==> src/rtl/riscv_pkg.sv <==
// Shared RV64I definitions: opcodes, the empty-slot NOP and
// immediate-format selection used by fetch/decode.
package riscv_pkg;

  localparam logic [6:0] OP_LOAD   = 7'b0000011;
  localparam logic [6:0] OP_IMM    = 7'b0010011;
  localparam logic [6:0] OP_IMM32  = 7'b0011011;
  localparam logic [6:0] OP_STORE  = 7'b0100011;
  localparam logic [6:0] OP_BRANCH = 7'b1100011;
  localparam logic [6:0] OP_LUI    = 7'b0110111;
  localparam logic [6:0] OP_AUIPC  = 7'b0010111;
  localparam logic [6:0] OP_JAL    = 7'b1101111;
  localparam logic [6:0] OP_JALR   = 7'b1100111;
  localparam logic [6:0] OP_OP     = 7'b0110011;
  localparam logic [6:0] OP_OP32   = 7'b0111011;
  localparam logic [6:0] OP_FENCE  = 7'b0001111;
  localparam logic [6:0] OP_SYSTEM = 7'b1110011;

  localparam logic [31:0] NOP_INSTR = 32'h0000_0013;

  typedef enum logic [2:0] {
    IMM_I,
    IMM_S,
    IMM_B,
    IMM_U,
    IMM_J,
    IMM_NONE
  } imm_type_e;

  function automatic imm_type_e imm_type_of(
    input logic [6:0] op
  );
    imm_type_e t;
    t = IMM_NONE;
    case (op)
      OP_LOAD, OP_IMM, OP_IMM32,
      OP_JALR, OP_SYSTEM:  t = IMM_I;
      OP_STORE:            t = IMM_S;
      OP_BRANCH:           t = IMM_B;
      OP_LUI, OP_AUIPC:    t = IMM_U;
      OP_JAL:              t = IMM_J;
      default:             t = IMM_NONE;
    endcase
    return t;
  endfunction

  function automatic logic op_legal(
    input logic [6:0] op
  );
    logic ok;
    ok = 1'b0;
    case (op)
      OP_LOAD, OP_IMM, OP_IMM32,
      OP_STORE, OP_BRANCH, OP_LUI,
      OP_AUIPC, OP_JAL, OP_JALR,
      OP_OP, OP_OP32, OP_FENCE,
      OP_SYSTEM:           ok = 1'b1;
      default:             ok = 1'b0;
    endcase
    return ok;
  endfunction

endpackage

==> src/rtl/imm_gen.sv <==
// Combinational RV64I immediate generator with illegal-opcode flag.
// Reused by the decode stage.
module imm_gen
  import riscv_pkg::*;
#(
  parameter int XLEN = 64
) (
  input  logic [31:0]     instr,
  output logic [XLEN-1:0] imm,
  output logic            illegal
);

  imm_type_e sel;
  logic      sgn;

  assign sel = imm_type_of(instr[6:0]);
  assign sgn = instr[31];

  always_comb begin
    imm     = '0;
    illegal = ~op_legal(instr[6:0]);
    unique case (sel)
      IMM_I: imm = {{(XLEN-12){sgn}},
                    instr[31:20]};
      IMM_S: imm = {{(XLEN-12){sgn}},
                    instr[31:25],
                    instr[11:7]};
      IMM_B: imm = {{(XLEN-13){sgn}},
                    instr[31], instr[7],
                    instr[30:25],
                    instr[11:8], 1'b0};
      IMM_U: imm = {{(XLEN-32){sgn}},
                    instr[31:12], 12'b0};
      IMM_J: imm = {{(XLEN-21){sgn}},
                    instr[31],
                    instr[19:12],
                    instr[20],
                    instr[30:21], 1'b0};
      default: imm = '0;
    endcase
  end

endmodule

==> src/rtl/if_id_buffer.sv <==
// Elastic IF/ID queue: in-order DEPTH-entry buffer with flush,
// presenting the head pre-decoded to the decode stage.
module if_id_buffer #(
  parameter int          XLEN      = 64,
  parameter int          DEPTH     = 2,
  parameter logic [31:0] NOP_INSTR = riscv_pkg::NOP_INSTR
) (
  input  logic            clk,
  input  logic            reset,
  input  logic            flush,
  input  logic            if_valid,
  input  logic [XLEN-1:0] if_pc,
  input  logic [31:0]     if_instr,
  output logic            if_ready,
  input  logic            id_ready,
  output logic            id_valid,
  output logic [XLEN-1:0] id_pc,
  output logic [31:0]     id_instr,
  output logic [6:0]      id_opcode,
  output logic [4:0]      id_rd,
  output logic [2:0]      id_funct3,
  output logic [4:0]      id_rs1,
  output logic [4:0]      id_rs2,
  output logic [6:0]      id_funct7,
  output logic [XLEN-1:0] id_imm,
  output logic            id_illegal
);

  localparam int PW = $clog2(DEPTH);
  localparam int CW = $clog2(DEPTH + 1);
  localparam logic [CW-1:0] FULL = CW'(DEPTH);

  logic [XLEN-1:0] pc_q    [DEPTH];
  logic [XLEN-1:0] pc_d    [DEPTH];
  logic [31:0]     instr_q [DEPTH];
  logic [31:0]     instr_d [DEPTH];
  logic [PW-1:0]   wr_ptr_q, wr_ptr_d;
  logic [PW-1:0]   rd_ptr_q, rd_ptr_d;
  logic [CW-1:0]   count_q, count_d;

  logic push;
  logic pop;
  logic head_vld;

  // Registered-only ready: no path from id_ready.
  assign if_ready = (count_q != FULL);
  assign head_vld = (count_q != '0);
  assign id_valid = head_vld & ~flush;
  assign push     = if_valid & if_ready & ~flush;
  assign pop      = id_valid & id_ready;

  always_comb begin
    pc_d     = pc_q;
    instr_d  = instr_q;
    wr_ptr_d = wr_ptr_q;
    rd_ptr_d = rd_ptr_q;
    count_d  = count_q;
    if (flush) begin
      wr_ptr_d = '0;
      rd_ptr_d = '0;
      count_d  = '0;
    end else begin
      if (push) begin
        pc_d[wr_ptr_q]    = if_pc;
        instr_d[wr_ptr_q] = if_instr;
        wr_ptr_d = wr_ptr_q + PW'(1);
      end
      if (pop) begin
        rd_ptr_d = rd_ptr_q + PW'(1);
      end
      unique case (1'b1)
        (push & ~pop): count_d = count_q + CW'(1);
        (pop & ~push): count_d = count_q - CW'(1);
        default:       count_d = count_q;
      endcase
    end
  end

  always_ff @(posedge clk) begin
    if (reset) begin
      wr_ptr_q <= '0;
      rd_ptr_q <= '0;
      count_q  <= '0;
      for (int i = 0; i < DEPTH; i++) begin
        pc_q[i]    <= '0;
        instr_q[i] <= NOP_INSTR;
      end
    end else begin
      wr_ptr_q <= wr_ptr_d;
      rd_ptr_q <= rd_ptr_d;
      count_q  <= count_d;
      for (int i = 0; i < DEPTH; i++) begin
        pc_q[i]    <= pc_d[i];
        instr_q[i] <= instr_d[i];
      end
    end
  end

  assign id_instr = head_vld ? instr_q[rd_ptr_q]
                             : NOP_INSTR;
  assign id_pc    = head_vld ? pc_q[rd_ptr_q]
                             : '0;

  assign id_opcode = id_instr[6:0];
  assign id_rd     = id_instr[11:7];
  assign id_funct3 = id_instr[14:12];
  assign id_rs1    = id_instr[19:15];
  assign id_rs2    = id_instr[24:20];
  assign id_funct7 = id_instr[31:25];

  imm_gen #(
    .XLEN (XLEN)
  ) u_imm_gen (
    .instr   (id_instr),
    .imm     (id_imm),
    .illegal (id_illegal)
  );

endmodule

==> config.mk <==
export PLATFORM = sky130hd
export DESIGN_NAME = if_id_buffer
export DESIGN_NICKNAME = d
export VERILOG_FILES = /design/src/rtl/riscv_pkg.sv /design/src/rtl/imm_gen.sv /design/src/rtl/if_id_buffer.sv
export SDC_FILE = /design/constraint.sdc
export NUM_CORES = 1
export LEC_CHECK = 0
export BUFFER_PORTS_ARGS = -buffer_cell sky130_fd_sc_hd__buf_2
export CAP_MARGIN = 0
export CORE_ASPECT_RATIO = 1.25
export CORE_MARGIN = 5
export CORE_UTILIZATION = 40
export CTS_BUF_LIST = sky130_fd_sc_hd__clkbuf_16
export CTS_CLUSTER_SIZE = 24
export DETAILED_ROUTE_END_ITERATION = 6
export PLACE_DENSITY = 0.7
export SYNTH_ARGS = -nofsm -noshare
export SYNTH_HDL_FRONTEND = slang
export SYNTH_SLANG_ARGS = --single-unit
==> constraint.sdc <==
create_clock -name clk -period 4.55 [get_ports clk]
set_input_delay 0 -clock clk [delete_from_list [all_inputs] [get_ports clk]]
set_output_delay 0 -clock clk [all_outputs]
set_load 0.02 [all_outputs]
==> flow_results.org, run 1 <==
** GRT
- Via count of the first global-routing pass :: 8,938
- Global-route wire length before repair :: 44,750 um
- Global routing consumed, over all layers together, 20.09% of the routing resources.
- The initial antenna violation count was 1.
- Summed over all layers, the global routing overflow is 0.
- Entering global routing, the biggest net connects 128 pins.

** Floorplan
- Once the floorplan was initialized, standard cells occupied 40.68% of the core.
- From left edge to right edge, the die measures 147.1 um.
- The floorplan step defined a die boundary enclosing 26,700 um2.
- Vertical extent of the die :: 181.4 um
- Pin placement for this block handled 296 I/O pins.
- The total area inside the core boundary comes to 23,120 um2.
- After floorplanning, the core was divided into 62 placement rows.

** Synthesis
- Counting every net in the synthesized netlist gives 1,352.
- The synthesized netlist devotes 23.86% of its cell area to simple gates.
- Yosys mapped a number of flops with a built-in enable equal to 0.
- Number of flip-flops and latches in the synthesized netlist :: 196
- After synthesis, the netlist uses 46 different library cells.
- Yosys warning count :: 0
- Measured against the total synthesized area, the mux share comes to 10.80%.
- Top_reg_cell synth :: sky130_fd_sc_hd__dfxtp_1
- Of the total synthesized cell area, the portion taken by XOR and XNOR cells is 0.3725%.
- After synthesis the cells add up to 9404 um2.
- Summing the areas of all compound-gate instances in the mapped netlist gives 13.33% of the synthesized area.
- The average instance in the mapped netlist occupies 7.523 um2.
- After synthesis, the largest family of logic cells by area is simple AND/OR/NAND/NOR gates.
- Area share of fa/ha/maj cells after synthesis :: 0.1330%
- Synthesis produced a netlist whose cell count is 1,250.
- Async set-reset flop share out of synthesis :: 0%
- Portion of the post-synthesis area used by sequential elements :: 41.72%

** Run
- Reported max-cap violation count :: 0

** Layout
- Counting the fill cells in the layout gives 2,194.
- Leaving out fill and tap cells, the most frequent cell in the layout is sky130_fd_sc_hd__nand2_1.
- Core utilization of the finished layout :: 52.09%
- Commonest cells after routing, fill and taps aside :: sky130_fd_sc_hd__nand2_1, sky130_fd_sc_hd__buf_2, sky130_fd_sc_hd__dfxtp_1
- Layout cells sized above 1 :: 23.71%
- The final layout contains 1,616 nets.
- Area growth, synth to finish :: 28.05%

** Clock tree
- Root Buffer Master :: sky130_fd_sc_hd__clkbuf_16
- CTS H-Tree Depth :: 4
- Once the clock tree was built, the setup fixing pass inserted 0 buffers.
- No sink is reached through more buffers than the 2 on the longest clock path.
- After clock tree synthesis, the clock-pin slew on the worst setup and hold paths is 0.07 ns.
- TritonCTS created 17 clock buffers.
- Clk_lat worst skew :: 0.43 ns
- TritonCTS built the clock tree.
- Num Clock Sinks :: 196

** Setup path
- Data arrives at the worst endpoint at 3.53 ns.
- Launching point of the worst reg2reg path :: count_q[1]$_SDFFE_PP0P_
- The endpoint identified for the worst register-to-register timing path is pc_q[77]$_SDFFE_PP0P_.
- Depth of the worst register-to-register path :: 6
- Worst-path maximum fanout :: 41
- Crit Path Class :: flip-flop to output pin
- In this run the register-to-register setup slack is 2.06 ns.
- At the worst endpoint, the required time is 4.55 ns.
- Type of element launching the critical path :: flip-flop
- The most critical setup path has its endpoint at id_imm[46].
- Tracing the worst setup path back leads to its startpoint at rd_ptr_q$_SDFFE_PP0P_.
- Critical Path Sink Type :: output pin

** Routing
- Drt initial violations :: 554
- Detailed-route vias per instance :: 5.102
- Dividing the detail-routed wire length by the instance count gives 15.37 um.
- In the detailed route, the total length drawn on met2 is 14,180 um.
- The first TritonRoute pass finished after 4 iterations.
- Highest metal layer used by the detailed router :: met5
- After detailed routing, the total wire length is 27,910 um.
- M1 WL :: 11,160 um
- The final route contains 9,265 vias.
- Detailed routing placed a total of 1651 um of wire on met3.
- Number of routed nets with antenna violations :: 0
- For this run, design rule violations remaining after detail routing come to 0.

** Run status
- Result of the run :: finished clean

** Pwr
- Summing internal, switching and leakage power gives 3.682 mW.
- Maximum vdd ir drop :: 0.2407 mV
- For this design the static power due to leakage is 4.863 nW.
- Dividing total power by cell area gives a power density of 305.8 nW/um2.

** Timing
- On the final layout, the worst clock skew is 0.01086 ns.
- Measured against its own limit, the worst slew margin works out to 22.68%.
- Final cycle utilization of the critical path :: 77.60%
- For the pin with the worst max-slew slack, the measured transition is 1.160 ns.
- For this run, the top clock speed supported by timing is 283.2 MHz.
- Setup violations, final :: 0
- The number of hold violations in the final report was 0.
- The worst path needs 3.531 ns of the cycle, external delays included.
- In the final timing run, aggregate negative setup slack is 0 ns.
- Unrepaired setup endpoints after global routing :: false
- The number of slew-limit violations in the final report came to 0.

** Place
- Port-buffer cells :: 295
- Post-DP HPWL :: 17,720 um
- Final weighted congestion of routability-driven global placement :: 0.9789

** Hold path
- Worst min-delay path class :: primary input to flip-flop
how the worst min path moves through the flow:
stage | startpoint | end | slack (ns) | cells after the start
finish | id_ready | rd_ptr_q$_SDFFE_PP0P_ | 0.03 | 4
global route | id_ready | rd_ptr_q$_SDFFE_PP0P_ | 0.04 | 4
CTS | id_ready | rd_ptr_q$_SDFFE_PP0P_ | 0.01 | 4
detailed placement | if_instr[4] | instr_q[4]$_SDFFE_PP1P_ | 0.23 | 3
global placement | if_instr[1] | instr_q[33]$_SDFFE_PP1P_ | 0.23 | 3
floorplan | flush | count_q[1]$_SDFFE_PP0P_ | 0.08 | 1
state kept, by name (all words and copies together), names as in the netlist:
name and flops:
count_q 2, instr_q 64, pc_q 128, rd_ptr_q 1
wr_ptr_q 1
what timing repair did:
action                    4_1_cts  5_1_grt
hold endpoints to repair      196        0
hold buffers                   97        0
gates resized for setup         0        0
Yosys cell counts, drive strengths merged (4+ instances only):
master,number,share of area [%]
buf,101,7.2
nand3b,9,0.72
a211oi,4,0.37
nor2,99,4.0
mux2,6,0.80
dfxtp,196,42
nor3,6,0.37
inv,7,0.28
clkbuf,57,2.3
a21oi,194,10
nand2,414,17
mux2i,94,10
o31ai,10,0.85
a22oi,4,0.32
nand3,19,1.0
through the flow:
step	setup slack (ns)	cells	hold slack (ns)	instance area [um2]
2_1_floorplan	0.9616	1250	0.07737	9404
3_3_place_gp	1.520	1686	0.2270	10470
3_5_place_dp	1.461	1686	0.2339	10470
4_1_cts	1.001	1815	0.01466	12040
5_1_grt	0.7826	1815	0.04430	12040
6_report	1.019	1816	0.03017	12040
per-layer routing:
metal  vias to the layer above  GRT usage [%]
li1                       4557              -
met1                      4269          22.95
met2                       373          37.14
met3                        64          3.167
met4                         2          8.131
met5                         -              0
kinds of logic (layout without fill, tap and decap cells):
logic type | after synthesis | count (layout)
xor gates and xnor gates | 4 | 4
buffers and inverters | 165 | 442
other | 0 | 1
AOI/OAI and AO/OA | 224 | 224
adders and majority gates | 1 | 1
DFF | 196 | 196
and+or+nand+nor | 560 | 560
muxes | 100 | 100
area by class of cell:
| type | instances | area (um2) | area share [%] |
|---|---|---|---|
| inverter | 7 | 26.28 | 0.2182 |
| antenna | 1 | 2.502 | 0.02078 |
| clock inverter | 15 | 170.2 | 1.413 |
| tap | 288 | 360.3 | 2.993 |
| multi-input combinational | 889 | 4593 | 38.14 |
| clock buffer | 17 | 425.4 | 3.533 |
| sequential | 196 | 3928 | 32.62 |
| timing repair buffer | 403 | 2536 | 21.06 |
report_power, final:
| group | switching, mW | leakage [nW] | total, mW | internal (mW) |
|---|---|---|---|---|
| Combinational | 0.214 | 2.98 | 0.374 | 0.160 |
| Clock | 0.692 | 0.293 | 1.52 | 0.827 |
| Sequential | 0.0264 | 1.59 | 1.79 | 1.76 |
| Total | 0.932 | 4.86 | 3.68 | 2.75 |
critical path, stage by stage (launching register included):
cell and delay, ns:
sky130_fd_sc_hd__dfxtp_4 0.49, sky130_fd_sc_hd__buf_4 0.64, sky130_fd_sc_hd__mux2_2 0.31, sky130_fd_sc_hd__o21ai_0 0.09, sky130_fd_sc_hd__nor3b_2 0.21, sky130_fd_sc_hd__nor3_2 0.76
sky130_fd_sc_hd__a21oi_1 0.15, sky130_fd_sc_hd__buf_4 0.25, sky130_fd_sc_hd__buf_2 0.18
No activity file was read; power rests on OpenSTA's default activity.
==> inputs of run 2 (changes only) <==
clock period = 3.6 ns   (was 4.55 ns; I/O delays follow)
==> run 2 against run 1 <==
Against the previous run:
- sequential power increased by 26%
- global-route usage shrank 0.36 points
- final cell count is 0.11% higher
- setup slack worse by 0.46 ns
- first-iteration DRC count is 14% lower
- sequential cell count stayed put
- clock-buffer cell count stayed put
- combinational power grew 28%
- largest power group unchanged
- highest routed layer unchanged
- critical path depth unchanged
==> flow_results.org, run 2 (same netlist as run 1, synthesis figures left out) <==
** Run status
- Result of the run :: finished clean

** Setup path
- The maximum fanout encountered on the critical timing path came to 33 (-20%).
- The data required time of the worst path was 3.60 ns (-0.95 ns).
- The signal on the critical path passes through or2_1 > nand2_1 > inv_1 > nor3b_2 > nor3_2 > a21oi_1 > buf_4 > buf_2.
- Buf/Inv on CP :: 3 (unchanged)
- Data arrival time of the critical path :: 3.04 ns (-0.49 ns)
- The maximum cell stage delay along the critical path came to 0.70 ns (-0.06 ns).
- On the critical path, the stage with the largest delay is an instance of sky130_fd_sc_hd__nor3_2.
- Crit Path Class :: flip-flop to output pin
- Type of element launching the critical path :: flip-flop
- In this design, the largest share of critical-path delay is due to simple AND/OR/NAND/NOR gates.
- The worst setup path is captured at an output pin.

** Timing
- Static timing analysis puts the maximum clock frequency at 329.0 MHz.
- Minimum clock period after layout :: 3.040 ns
- Slew at the pin with the worst max-slew slack :: 0.9079 ns (-0.2519 ns)
- Final sum of negative setup slack :: 0 ns (unchanged)
- Setup violations, final :: 0 (unchanged)
- Final cycle utilization of the critical path :: 84.43%
- The number of hold violations in the final report came to 0 (unchanged).
- Worst Clk Skew :: 0.01185 ns (+0.0009900 ns)
- The number of slew-limit violations in the final report came to 0 (unchanged).
- The headroom to the max-slew limit is 39.47% (+17 points).
- Setup repair after global routing left no endpoint under its margin.

** Layout
- The number of fill cells in the layout is 2,189 (-0.23%).
- The library cell used most frequently in the layout, excluding fill and tap cells, is sky130_fd_sc_hd__nand2_1.
- In the final layout, the registers with the most flip-flops are pc_q (128), instr_q (64), count_q (2).
- Max reg flops :: 128 (unchanged)
- Final nets :: 1,617 (+0.062%)
- The top cell types in the final layout, fill and taps aside, are sky130_fd_sc_hd__nand2_1, sky130_fd_sc_hd__buf_2, sky130_fd_sc_hd__dfxtp_1.
- Layout cells sized above 1 :: 23.63% (-0.081 points)
- The core utilization of the finished layout was 52.25% (+0.16 points).
- Ranked by flip-flop count, first place goes to pc_q.
- Finished Cell Area :: 12,080 um2 (+0.30%)
- From synthesis to final layout, the design area changed by 28.43%.
- The final instance count without filler cells was 1,818 (+0.11%).

** Routing
- The violation count after the first detailed-route iteration is 479 (-14%).
- The wire length reported by the detailed router is 27,440 um (-1.7%).
- The number of nets still failing antenna checks after routing came to 0 (unchanged).
- The number of remaining DRC errors came to 0 (unchanged).
- Number of vias after detailed routing :: 9,175 (-0.97%)
- The per-cell via count in the routed design came to 5.047 (-1.1%).
- The final routed wire length divided by cell count is 15.09 um (-1.8%).
- TritonRoute pass-1 iters :: 5 (+1)

** GRT
- Via count of the first global-routing pass :: 8,582 (-4.0%)
- The wire length of the first global-routing pass is 43,790 um (-2.2%).
- Largest net degree at the start of global routing :: 106 (-17%)
- Antenna violations before repair :: 2 (+1)
- GR Overflow Total :: 0 (unchanged)
- Total track usage :: 19.73% (-0.36 points)

** Floorplan
- Width of the die :: 147.1 um (unchanged)
- The I/O pin count was 296 (unchanged).
- The die outline area was 26,700 um2 (unchanged).
- Initial cell density of the core :: 40.68% (unchanged)
- Number of rows created at floorplan :: 62 (unchanged)
- The overall die height came to 181.4 um (unchanged).
- The placeable core region came to 23,120 um2 (unchanged).

** Place
- The placed cell count was 1,686 (unchanged).
- The half-perimeter wire length after placement was 17,520 um (-1.1%).
- The total placed instance area came to 10,540 um2 (+0.60%).
- The number of buffer cells added on primary ports is 295 (unchanged).
- The routability-driven placement congestion ratio came to 0.9088 (-7.2%).

** Clock tree
- Cells resized by post-CTS repair :: 0 (unchanged)
- Clock Pin Slew Worst Setup and Hold Paths :: 0.08 ns (about the same)
- The clock latency at the later pin of the worst-skew pair was 0.44 ns (about the same).
- The cell sitting at the root of the clock tree is a sky130_fd_sc_hd__clkbuf_16.
- Number of buffers inserted during clock tree synthesis :: 17 (unchanged)
- Buffer count from post-CTS setup fixing :: 0 (unchanged)
- The depth of the CTS H-tree is 4 (unchanged).
- Num Clock Sinks :: 196 (unchanged)
- Maximum buffer depth of the clock tree :: 2 (unchanged)
- TritonCTS built the clock tree.

** Hold path
- Worst min-delay path class :: primary input to flip-flop

** Pwr
- Maximum vdd ir drop :: 0.3081 mV (+28%)
- Power per standard cell area :: 377.0 nW/um2 (+23%)
- Total leakage power :: 4.867 nW (about the same)

** Run
- Reported max-cap violation count :: 0 (unchanged)
## run 2: changes by cell type in the layout (fill, tap and decap cells not counted), sizes merged
cell and change:
clkinv -2, inv +1, bufinv -1, clkinvlp +2
diode +1, dlygate4sd3 +1
## run 2: worst paths after layout
| path | slack (ns) | to | depth (start not counted) | start |
|---|---|---|---|---|
| max | 0.56 | id_imm[47] | 8 | count_q[0]$_SDFFE_PP0P_ |
| min | 0.06 | pc_q[22]$_SDFFE_PP0P_ | 2 | reset |
| max reg2reg | 1.33 | pc_q[2]$_SDFFE_PP0P_ | 6 | count_q[0]$_SDFFE_PP0P_ |
| min reg2reg | 0.45 | pc_q[88]$_SDFFE_PP0P_ | 2 | pc_q[88]$_SDFFE_PP0P_ |
## run 2: worst register-to-register path, cell delays in order (launching register included)
cell	delay, ns
sky130_fd_sc_hd__dfxtp_1	0.45
sky130_fd_sc_hd__nand2b_1	0.16
sky130_fd_sc_hd__nand3b_1	0.30
sky130_fd_sc_hd__nor2_4	0.61
sky130_fd_sc_hd__buf_12	0.41
sky130_fd_sc_hd__nand2_1	0.15
sky130_fd_sc_hd__a21oi_1	0.13
## run 2: per-layer routing
layer / GRT usage (%) / routed length (um) / up-vias
met2: 35.55 / 13850 / 331
li1: - / - / 4555
met4: 7.833 / 788 / 2
met5: 0 / 7 / -
met1: 22.99 / 11210 / 4236
met3: 3.716 / 1588 / 51
## run 2: where the power goes
group / switching (mW) / internal, mW
clock: 0.855 / 0.959
sequential: 0.0329 / 2.23
combinational: 0.270 / 0.208
total: 1.16 / 3.40
## run 2: final cells by class
class                      count  area, um2  area share, %
antenna                        2      5.005        0.04144
clock buffer                  17      425.4          3.522
clock inverter                15      131.4          1.088
inverter                       7      26.28         0.2175
multi-input combinational    889       4593          38.03
sequential                   196       3928          32.52
tap                          288      360.3          2.984
timing repair buffer         404       2609          21.60
## run 2: stage by stage
stage          hold WS [ns]  setup WS (ns)  power (mW)
4_1_cts             0.07673         0.5567       4.601
3_5_place_dp         0.2322          1.035       2.701
2_1_floorplan       0.07737        0.01163       2.555
3_3_place_gp         0.2277          1.119       2.693
5_1_grt              0.1071         0.2708       4.769
6_report            0.06130         0.5604       4.554
## run 2: what timing repair did
action | in CTS | in global routing
hold buffers | 98 | 0
hold endpoints to repair | 196 | 0
endpoints found under the setup margin | 0 | 0
==> inputs of run 3 (changes only) <==
PLACE_DENSITY = 0.73   (was 0.7)
clock period = 2.4 ns   (was 3.6 ns; I/O delays follow)
==> run 3 against run 2 <==
Against the previous run:
- the run now ends with setup timing left
- clock power increased by 60%
- utilization rose by 5.8 points
- cell area up 11%
- critical path depth up 2
- combinational power up 67%
- sequential share of layout area down 3.3 points
- via count grew 5.8%
==> flow_results.org, run 3 (same netlist as run 1, synthesis figures left out) <==
** Run status
- The run finished, with violations left.
- Failing checks :: setup timing

** Setup path
- Depth of the worst register-to-register path :: 9 (+3)
- STA classifies the critical path startpoint as a flip-flop.
- Critical Path Sink Type :: output pin
- The setup slack of the worst register-to-register path is 0.32 ns (-1.01 ns).
- Launching point of the worst reg2reg path :: count_q[0]$_SDFFE_PP0P_
- Worst-path maximum fanout :: 8 (-76%)
- Data arrival time of the critical path :: 2.78 ns (-0.26 ns)
- Data required, critical path :: 2.40 ns (-1.20 ns)
- The critical path in this run is classified as flip-flop to output pin.
- In this run the critical register-to-register path is captured at count_q[1]$_SDFFE_PP0P_.

** Hold path
- Count of cells along the worst hold path :: 2 (unchanged)
- The startpoint identified for the worst hold timing path is reset.
- Hold-critical path endpoint :: pc_q[30]$_SDFFE_PP0P_
- The path class of the tightest hold or removal check is primary input to flip-flop.

** Routing
- Drt wl/cell :: 16.82 um (+11%)
- The number of remaining DRC errors is 0 (unchanged).
- Drt initial violations :: 696 (+45%)
- The per-cell via count in the routed design was 5.168 (+2.4%).
- The routed via count was 9,711 (+5.8%).
- TritonRoute pass-1 iters :: 6 (+1)
- The number of nets still failing antenna checks after routing was 0 (unchanged).
- The wire length reported by the detailed router is 31,600 um (+15%).

** Layout
- Most common cell after layout, fill and taps aside :: sky130_fd_sc_hd__nand2_1
- The final instance count without filler cells is 1,879 (+3.4%).
- The area of combinational cells with multiple inputs came to 4856 um2 (+5.7%).
- Sequential cell area in the final layout :: 3928 um2 (unchanged)
- The core utilization of the finished layout came to 58.09% (+5.8 points).
- The area growth from synthesis to layout is 42.79%.
- The fraction of final layout cells with drive strength greater than 1 came to 29.09% (+5.5 points).
- Commonest cells after routing, fill and taps aside :: sky130_fd_sc_hd__nand2_1, sky130_fd_sc_hd__buf_2, sky130_fd_sc_hd__dfxtp_1
- Filler Cells Inserted :: 1,964 (-10%)
- Ranked by flip-flop count, first place goes to pc_q.
- The flip-flop count of the largest register after layout was 128 (unchanged).
- Final nets :: 1,677 (+3.7%)
- The largest registers in the layout are pc_q (128), instr_q (64), count_q (2).

** Timing
- Setup repair after global routing could not meet its margin everywhere.
- Relative slew slack :: 61.23% (+22 points)
- The total setup violations reported at the end of the flow came to 65 (+65).
- The worst-case clock skew was 0.008458 ns (-0.003392 ns).
- Minimum clock period after layout :: 2.780 ns
- The slew at the pin closest to its max-slew limit is 0.5815 ns (-0.3264 ns).
- Number of failing hold endpoints at the final stage :: 0 (unchanged)
- The final setup slack of the worst path was -0.3800 ns (-0.9404 ns).
- Final cycle utilization of the critical path :: 115.8%
- Final Max Tran Viols :: 0 (unchanged)
- Based on the critical path, the design can be clocked at up to 359.7 MHz.

** Clock tree
- TritonCTS built the clock tree.
- Clock Pin Slew Worst Setup and Hold Paths :: 0.07 ns (about the same)
- The clock latency at the later pin of the worst-skew pair was 0.43 ns (about the same).
- CTS H-Tree Depth :: 4 (unchanged)
- Num Clock Sinks :: 196 (unchanged)
- The TritonCTS buffer count came to 17 (unchanged).
- Maximum buffer depth of the clock tree :: 2 (unchanged)
- Clock tree synthesis selected as its root buffer the cell sky130_fd_sc_hd__clkbuf_16.

** Floorplan
- The placement row count is 62 (unchanged).
- Die Footprint :: 26,700 um2 (unchanged)
- Top-level I/O count :: 296 (unchanged)
- Width of the die :: 147.1 um (unchanged)
- Vertical extent of the die :: 181.4 um (unchanged)
- Initial cell density of the core :: 40.68% (unchanged)
- The placeable core region came to 23,120 um2 (unchanged).

** Pwr
- Share of total power in combinational logic :: 11.3% (+0.8 points)
- The power density relative to cell area is 526.9 nW/um2 (+40%).
- The total leakage power is 5.390 nW (+11%).
- Switch Pwr :: 1.809 mW (+56%)
- The internal portion of total power was 5.267 mW (+55%).
- Maximum vdd ir drop :: 0.4578 mV (+49%)
- Switching share of power :: 25.56% (+0.13 points)
- Power share of the clock group :: 40.8% (+1.0 points)
- Overall power of the completed layout :: 7.076 mW (+55%)
- Fraction of power consumed by sequential logic :: 47.9% (-1.8 points)

** Place
- Setup slack after placement :: -0.3062 ns (-1.341 ns)
- The routability-driven placement congestion ratio was 0.9247 (+1.7%).
- The placed cell count came to 1,710 (+1.4%).
- The number of buffer cells added on primary ports came to 295 (unchanged).
- Post-DP HPWL :: 18,320 um (+4.6%)

** GRT
- The maximum number of pins on one net before global-route repair was 97 (-8.5%).
- Global-route wire length before repair :: 47,830 um (+9.2%)
- Total track usage :: 21.76% (+2.0 points)
- The initial antenna violation count was 4 (+2).
- The overflow left after global routing was 0 (unchanged).
- Via count of the first global-routing pass :: 9,546 (+11%)

** Run
- Reported max-cap violation count :: 0 (unchanged)
run 3: power by group through the flow:
stage / clock, mW / combinational, mW / sequential [mW]
3_3_place_gp: 0 / 0.601 / 3.46
4_1_cts: 2.96 / 0.771 / 3.39
5_1_grt: 3.11 / 0.866 / 3.40
2_1_floorplan: 0 / 0.378 / 3.45
6_report: 2.89 / 0.797 / 3.39
3_5_place_dp: 0 / 0.609 / 3.47
run 3: stage by stage:
step	setup TNS (ns)	hold slack [ns]	area, um2
3_3_place_gp	-0.7543	0.2278	10780
3_5_place_dp	-1.669	0.2285	10780
2_1_floorplan	-5.092	0.07737	9415
4_1_cts	-11.93	0.005909	12940
5_1_grt	-23.86	0.03874	13430
6_report	-18.95	0.01574	13430
run 3: final cells by class:
type | instances | area share [%]
Sequential cell | 196 | 29.25
Clock buffer | 17 | 3.168
Clock inverter | 15 | 1.258
Timing Repair Buffer | 464 | 27.23
Antenna cell | 3 | 0.05591
Multi-Input combinational cell | 889 | 36.16
Inverter | 7 | 0.1957
Tap cell | 288 | 2.684
run 3: how the worst max path moves through the flow:
stage / start / to / slack, ns / cells past startpoint
after CTS: rd_ptr_q$_SDFFE_PP0P_ / id_imm[60] / -0.23 / 9
final: rd_ptr_q$_SDFFE_PP0P_ / id_imm[48] / -0.38 / 10
after detailed placement: rd_ptr_q$_SDFFE_PP0P_ / id_imm[20] / -0.31 / 7
after global routing: rd_ptr_q$_SDFFE_PP0P_ / id_imm[33] / -0.45 / 10
after floorplan: rd_ptr_q$_SDFFE_PP0P_ / id_imm[32] / -0.16 / 8
after global placement: rd_ptr_q$_SDFFE_PP0P_ / id_imm[20] / -0.21 / 7
run 3: repair_timing:
action                                 CTS  global route
resized for setup                       98            82
hold buffers                            97             0
setup buffers                           19            13
pin swaps                               16             7
gates cloned                             3             4
setup endpoints to repair              117            99
endpoints found under the hold margin  196             0
run 3: critical path: stages (launching register included):
cell and delay, ns:
sky130_fd_sc_hd__dfxtp_4 0.40, sky130_fd_sc_hd__buf_12 0.14, sky130_fd_sc_hd__mux2i_2 0.15, sky130_fd_sc_hd__o31a_4 0.41, sky130_fd_sc_hd__a2111oi_4 0.34, sky130_fd_sc_hd__nor3_2 0.10
sky130_fd_sc_hd__buf_4 0.16, sky130_fd_sc_hd__a21oi_4 0.16, sky130_fd_sc_hd__buf_12 0.15, sky130_fd_sc_hd__clkbuf_16 0.16, sky130_fd_sc_hd__buf_2 0.17
run 3: per-layer routing:
metal  wire [um]  global-route usage (%)  vias up
li1            -                       -     4686
met1       12230                   24.14     4527
met2       16400                   40.04      412
met3        1797                   4.140       84
met4        1158                   9.810        2
met5          13                       0        -
